<file path="src/rtl/rr_arbiter_mux.sv">
// rr_arbiter_mux: N-channel registered mux with round-robin/fixed-priority arbitration and valid/ready handshake.
// Optional packet locking (in_last/out_last) is enabled by defining RRMUX_PKT_EN.
module rr_arbiter_mux #(
    parameter int WIDTH    = 8,
    parameter int CHANNELS = 4,
    localparam int SEL_W   = (CHANNELS > 1) ? $clog2(CHANNELS) : 1
) (
    input  logic                      clk,
    input  logic                      rst_n,
    input  logic                      mode,
    input  logic [CHANNELS*WIDTH-1:0] in_data,
    input  logic [CHANNELS-1:0]       in_valid,
`ifdef RRMUX_PKT_EN
    input  logic [CHANNELS-1:0]       in_last,
    output logic                      out_last,
`endif
    output logic [CHANNELS-1:0]       in_ready,
    output logic [WIDTH-1:0]          out_data,
    output logic [SEL_W-1:0]          out_chan,
    output logic                      out_valid,
    input  logic                      out_ready
);
    logic [SEL_W-1:0] r_ptr, r_out_chan, w_grant, w_lock_chan;
    logic [WIDTH-1:0] r_out_data;
    logic             r_out_valid, w_load, w_any, w_xfer, w_lock;

    assign w_load = !r_out_valid | out_ready;
    assign w_any  = |in_valid;

    // Descending loops: the last match written is the highest-priority one.
    always_comb begin
        w_grant = '0;
        if (w_lock)
            w_grant = w_lock_chan;
        else if (mode) begin
            for (int i = CHANNELS - 1; i >= 0; i--)
                if (in_valid[SEL_W'(i)]) w_grant = SEL_W'(i);
        end else begin
            for (int k = CHANNELS; k >= 1; k--)
                if (in_valid[SEL_W'((int'(r_ptr) + k) % CHANNELS)])
                    w_grant = SEL_W'((int'(r_ptr) + k) % CHANNELS);
        end
    end

    always_comb begin
        in_ready          = '0;
        in_ready[w_grant] = w_load & w_any & rst_n;
    end

    assign w_xfer = in_valid[w_grant] & in_ready[w_grant];

    always_ff @(posedge clk or negedge rst_n) begin
        if (!rst_n) begin
            r_ptr       <= SEL_W'(CHANNELS - 1);
            r_out_data  <= '0;
            r_out_chan  <= '0;
            r_out_valid <= 1'b0;
        end else if (w_xfer) begin
            r_out_data  <= in_data[w_grant*WIDTH +: WIDTH];
            r_out_chan  <= w_grant;
            r_out_valid <= 1'b1;
            if (!mode) r_ptr <= w_grant;
        end else if (out_ready) begin
            r_out_valid <= 1'b0;
        end
    end

`ifdef RRMUX_PKT_EN
    logic             r_lock, r_out_last;
    logic [SEL_W-1:0] r_lock_chan;

    always_ff @(posedge clk or negedge rst_n) begin
        if (!rst_n) begin
            r_lock      <= 1'b0;
            r_lock_chan <= '0;
            r_out_last  <= 1'b0;
        end else if (w_xfer) begin
            r_lock      <= !in_last[w_grant];
            r_lock_chan <= w_grant;
            r_out_last  <= in_last[w_grant];
        end
    end

    assign w_lock      = r_lock;
    assign w_lock_chan = r_lock_chan;
    assign out_last    = r_out_last;
`else
    assign w_lock      = 1'b0;
    assign w_lock_chan = '0;
`endif

    assign out_data  = r_out_data;
    assign out_chan  = r_out_chan;
    assign out_valid = r_out_valid;
endmodule
</file>
<file path="config.mk">
export PLATFORM = sky130hd
export DESIGN_NAME = rr_arbiter_mux
export DESIGN_NICKNAME = d
export VERILOG_FILES = /design/src/rtl/rr_arbiter_mux.sv
export SDC_FILE = /design/constraint.sdc
export NUM_CORES = 1
export LEC_CHECK = 0
export ABC_AREA = 0
export BUFFER_PORTS_ARGS = -buffer_cell sky130_fd_sc_hd__buf_2
export CAP_MARGIN = 20
export CORE_ASPECT_RATIO = 0.9
export CORE_MARGIN = 5
export CORE_UTILIZATION = 43
export DETAILED_ROUTE_END_ITERATION = 7
export PLACE_DENSITY = 0.89
export SETUP_SLACK_MARGIN = 0.5
export SKIP_LAST_GASP = 1
export SYNTH_ARGS = -nofsm -noshare
export SYNTH_HDL_FRONTEND = slang
export SYNTH_SLANG_ARGS = --single-unit
</file>
<file path="constraint.sdc">
create_clock -name clk -period 2.41 [get_ports clk]
set_input_delay 0.6025 -clock clk [delete_from_list [all_inputs] [get_ports clk]]
set_output_delay 0.6025 -clock clk [all_outputs]
set_load 0.05 [all_outputs]
</file>
==> report_table.html <==
<table>
<tr><th>Metric</th><th>Value</th></tr>
<tr><th colspan="2">Status</th></tr>
<tr><td>Result of the run</td><td>finished, violations left</td></tr>
<tr><td>Failing checks</td><td>setup timing</td></tr>
<tr><th colspan="2">Die</th></tr>
<tr><td>Initial core utilization</td><td>a little over two fifths</td></tr>
<tr><td>Die span in y</td><td>54.4 µm</td></tr>
<tr><td>Floorplan die area</td><td>0.00323 mm²</td></tr>
<tr><td>Std-Cell Rows</td><td>16</td></tr>
<tr><td>I/O pin cnt</td><td>55</td></tr>
<tr><td>Core area</td><td>roughly 0.0021 mm²</td></tr>
<tr><td>Horizontal die dimension</td><td>around 59 µm</td></tr>
<tr><th colspan="2">Global routing</th></tr>
<tr><td>Vias in the first global route</td><td>1068</td></tr>
<tr><td>Total track usage</td><td>19.0%</td></tr>
<tr><td>Antenna violations before repair</td><td>0</td></tr>
<tr><td>Routing layer with the top usage in global route</td><td>met2</td></tr>
<tr><td>Met2 demand-to-capacity share in global routing</td><td>37.5%</td></tr>
<tr><td>Global-route wire length before repair</td><td>about 4.7 mm</td></tr>
<tr><td>Gr ovfl total</td><td>0</td></tr>
<tr><td>Grt met1 use</td><td>19.3%</td></tr>
<tr><td>Met3 capacity usage during global routing</td><td>4.01%</td></tr>
<tr><td>Largest net degree at the start of global routing</td><td>14</td></tr>
<tr><th colspan="2">STA</th></tr>
<tr><td>Least-Margin Pin Slew</td><td>between 0.2 and 0.3 ns</td></tr>
<tr><td>Final count of pins violating max slew</td><td>0</td></tr>
<tr><td>Final Hold Fails</td><td>0</td></tr>
<tr><td>Setup TNS</td><td>-0.884 ns</td></tr>
<tr><td>Portion of the clock cycle consumed by the worst path in the final layout</td><td>109%</td></tr>
<tr><td>Setup violators final</td><td>9</td></tr>
<tr><td>Setup repair after global routing missed its margin</td><td>true</td></tr>
<tr><td>Maximum clock frequency</td><td>381 MHz</td></tr>
<tr><td>Tightest slew margin relative to the limit</td><td>82.1%</td></tr>
<tr><td>Worst Skew</td><td>~0.015 ns</td></tr>
<tr><td>Min Tclk post-route</td><td>2.62 ns</td></tr>
<tr><td>PnR worst setup slack</td><td>-0.213 ns</td></tr>
<tr><th colspan="2">Place</th></tr>
<tr><td>I/O Buffers</td><td>54</td></tr>
<tr><td>Number of placed instances, taps included</td><td>182</td></tr>
<tr><td>Final GP Congestion</td><td>between 0.8 and 0.9</td></tr>
<tr><td>HPWL Detailed</td><td>about 2.4 mm</td></tr>
<tr><th colspan="2">Yosys</th></tr>
<tr><td>Register bit total from synthesis</td><td>13</td></tr>
<tr><td>Top-area cell type share of the netlist area</td><td>29.2%</td></tr>
<tr><td>Sequential fraction of the synthesis area</td><td>a little over a third</td></tr>
<tr><td>Total number of yosys warnings</td><td>0</td></tr>
<tr><td>Number of enable-type register cells in the synthesized netlist</td><td>0</td></tr>
<tr><td>Fraction of registers with async set/reset</td><td>100%</td></tr>
<tr><td>Cell Area, Synth</td><td>942 µm²</td></tr>
<tr><td>Unique masters post-synth</td><td>30</td></tr>
<tr><td>Primary flip-flop cell chosen by synthesis mapping</td><td>dfrtp_1</td></tr>
<tr><td>Cell types occupying the most area after synthesis</td><td>dfrtp_1 29%, mux2i_1 17%, o221ai_1 7.4%</td></tr>
<tr><td>Biggest area consumer among synthesized cells</td><td>dfrtp_1</td></tr>
<tr><td>Syn Nets</td><td>134</td></tr>
<tr><td>Syn_area_per_cell</td><td>10.0 µm²</td></tr>
<tr><td>Number of instances in the synthesized netlist</td><td>94</td></tr>
<tr><th colspan="2">Final layout</th></tr>
<tr><td>Highest-count cells in the layout ignoring fill and taps</td><td>50 x buf_2, 16 x buf_4, 11 x mux2i_1, 11 x dfrtp_1, 9 x buf_6</td></tr>
<tr><td>Area growth from synthesis to layout</td><td>65.2%</td></tr>
<tr><td>Share of layout cells above drive strength 1</td><td>60.6%</td></tr>
<tr><td>Number of antenna diodes</td><td>0</td></tr>
<tr><td>Most common cell after layout, fill and taps aside</td><td>buf_2</td></tr>
<tr><td>Post-route non-filler standard cell count</td><td>roughly 200</td></tr>
<tr><td>Layout Nets</td><td>211</td></tr>
<tr><td>Post-Route Utilization</td><td>72.7%</td></tr>
<tr><th colspan="2">Worst setup path</th></tr>
<tr><td>Startpoint Class</td><td>register</td></tr>
<tr><td>Internal reg-to-reg setup slack</td><td>-0.02 ns</td></tr>
<tr><td>Slowest Stage Delay on Critical Path</td><td>0.60 ns</td></tr>
<tr><td>CP cell instances</td><td>and2b_1 &gt; a221o_1 &gt; or2_4 &gt; nor2_4 &gt; buf_8</td></tr>
<tr><td>Kind of critical path</td><td>register to primary output</td></tr>
<tr><td>Signal arrival time at the worst endpoint</td><td>around 2.0 ns</td></tr>
<tr><td>Maximum fanout count along the critical path</td><td>7</td></tr>
<tr><td>Cell depth of the worst setup path</td><td>5</td></tr>
<tr><td>Cell with the largest stage delay on the worst path</td><td>dfstp_2</td></tr>
<tr><td>Cell count of the worst reg-to-reg path</td><td>10</td></tr>
<tr><td>Worst endpoint required time</td><td>1.81 ns</td></tr>
<tr><td>Buffering stage count on the worst path with inverters included</td><td>1</td></tr>
<tr><td>Crit-path leading delay family</td><td>simple AND/OR/NAND/NOR gates</td></tr>
<tr><td>Endpoint type of the worst setup path</td><td>primary output</td></tr>
<tr><th colspan="2">Job</th></tr>
<tr><td>Number of max-cap violations</td><td>0</td></tr>
<tr><th colspan="2">Clock network</th></tr>
<tr><td>Clock tree from TritonCTS</td><td>built</td></tr>
<tr><td>Sinks on the clock net</td><td>13</td></tr>
<tr><td>Hold buffers post-CTS</td><td>0</td></tr>
<tr><td>Clock latency on the worst-skew pair</td><td>about 0.30 ns</td></tr>
<tr><td>Number of H-tree levels</td><td>1</td></tr>
<tr><td>Root buffer cell</td><td>clkbuf_4</td></tr>
<tr><td>Clock transition at path regs</td><td>roughly 0.090 ns</td></tr>
<tr><td>Clock Path Buffers</td><td>2</td></tr>
<tr><td>Number of CTS-inserted buffers</td><td>3</td></tr>
<tr><th colspan="2">Pwr</th></tr>
<tr><td>Internal power</td><td>just over 0.8 mW</td></tr>
<tr><td>Sequential cell fraction of total power</td><td>24.3%</td></tr>
<tr><td>Net Sw Power</td><td>0.811 mW</td></tr>
<tr><td>Share of power burned in combinational logic</td><td>roughly two thirds</td></tr>
<tr><td>Part of the total power dissipated in the clock network</td><td>8.9%</td></tr>
<tr><td>Areal power density over the cells</td><td>between 1000 and 1500 mW/mm²</td></tr>
<tr><td>Maximum resistive drop on vdd</td><td>0.840 mV</td></tr>
<tr><td>Static leakage</td><td>slightly below 0.8 nW</td></tr>
<tr><td>Switching part of the total power</td><td>49.9%</td></tr>
<tr><td>Total Power</td><td>1.62 mW</td></tr>
<tr><th colspan="2">Hold path</th></tr>
<tr><td>Classification of the worst-slack hold path</td><td>input port to async pin</td></tr>
<tr><th colspan="2">Drt</th></tr>
<tr><td>First-iteration detailed-routing DRC count</td><td>27</td></tr>
<tr><td>Post-DR wirelength/cell</td><td>18.2 µm</td></tr>
<tr><td>TritonRoute pass-1 iters</td><td>4</td></tr>
<tr><td>Count of antenna-violating nets left after detailed routing</td><td>0</td></tr>
<tr><td>Remaining routing DRC violations</td><td>0</td></tr>
<tr><td>Via-per-instance ratio</td><td>5.73</td></tr>
<tr><td>Via total after detailed routing</td><td>1129</td></tr>
<tr><td>Aggregate routed wire length</td><td>about 3.6 mm</td></tr>
</table>
==> final timing paths <==
path | startpoint | to
max | r_ptr[1]$_DFFE_PN1P_ | in_ready[3]
min | rst_n | out_data[7]$_DFFE_PN0P_
max reg2reg | r_ptr[1]$_DFFE_PN1P_ | out_data[7]$_DFFE_PN0P_
min reg2reg | out_chan[1]$_DFFE_PN0P_ | out_chan[1]$_DFFE_PN0P_
max in group asynchronous | rst_n | r_ptr[0]$_DFFE_PN1P_
min in group clk | out_chan[1]$_DFFE_PN0P_ | out_chan[1]$_DFFE_PN0P_
==> through the flow <==
step	cell area, µm²	setup slack [ns]	hold slack (ns)
after floorplan	978	0.00812	0.307
after global placement	1330	-0.136	0.468
after detailed placement	1330	-0.167	0.467
after CTS	1460	-0.202	0.270
after global routing	1560	-0.313	0.260
final	1560	-0.213	0.259
==> sequential cells by signal (all words and copies together) (netlist names) <==
name,flops
out_data,8
out_chan,2
r_ptr,2
out_valid,1
==> timing repair <==
item | 4_1_cts | 5_1_grt
setup buffers | 3 | 6
setup endpoints to repair | 13 | 13
cloned | 1 | 1
resized for setup | 18 | 11
pin swaps | 4 | 10
==> metal layers <==
| metal | up-vias | part of all wire (%) |
|---|---|---|
| met3 | 10 | 6.2 |
| met4 | 0 | 2.9 |
| met1 | 544 | 35 |
| li1 | 517 | - |
| met2 | 58 | 55 |
| met5 | - | 0 |
==> cell families after synthesis <==
group	Yosys count	synth area share, %
AO/OA/AOI/OAI	28	22.3
buffers and inverters	10	7.84
flip-flops	13	34.8
multiplexers	18	19.4
AND/OR/NAND/NOR	25	15.7
==> area by class of cell <==
class                      instances  area, µm²
sequential                        13        328
timing repair buffer              78        529
tap                               27       33.8
fill                             147        586
inverter                           3       11.3
clock buffer                       4       26.3
multi-input combinational         72        628
==> synth_stat cells (2+ instances only) <==
| master | number |
|---|---|
| nor2_1 | 6 |
| nand3_1 | 2 |
| o21ai_0 | 4 |
| o211ai_1 | 8 |
| mux2i_1 | 16 |
| dfrtp_1 | 11 |
| o221ai_1 | 8 |
| o21ai_1 | 2 |
| buf_2 | 4 |
| inv_1 | 2 |
| nand2b_1 | 3 |
| and2b_1 | 2 |
| nand2_1 | 4 |
| nor2b_1 | 2 |
| buf_6 | 2 |
| dfstp_2 | 2 |
| mux2_2 | 2 |
| a21oi_1 | 2 |
==> power groups by stage <==
stage                     clock network (mW)  logic, mW  registers [mW]
after global placement                     0      0.866           0.391
after floorplan                            0      0.379           0.680
final                                  0.144       1.09           0.395
after CTS                              0.141      0.986           0.393
after global routing                   0.157       1.14           0.403
after detailed placement                   0      0.894           0.398
(Power assumes the default switching activity.)
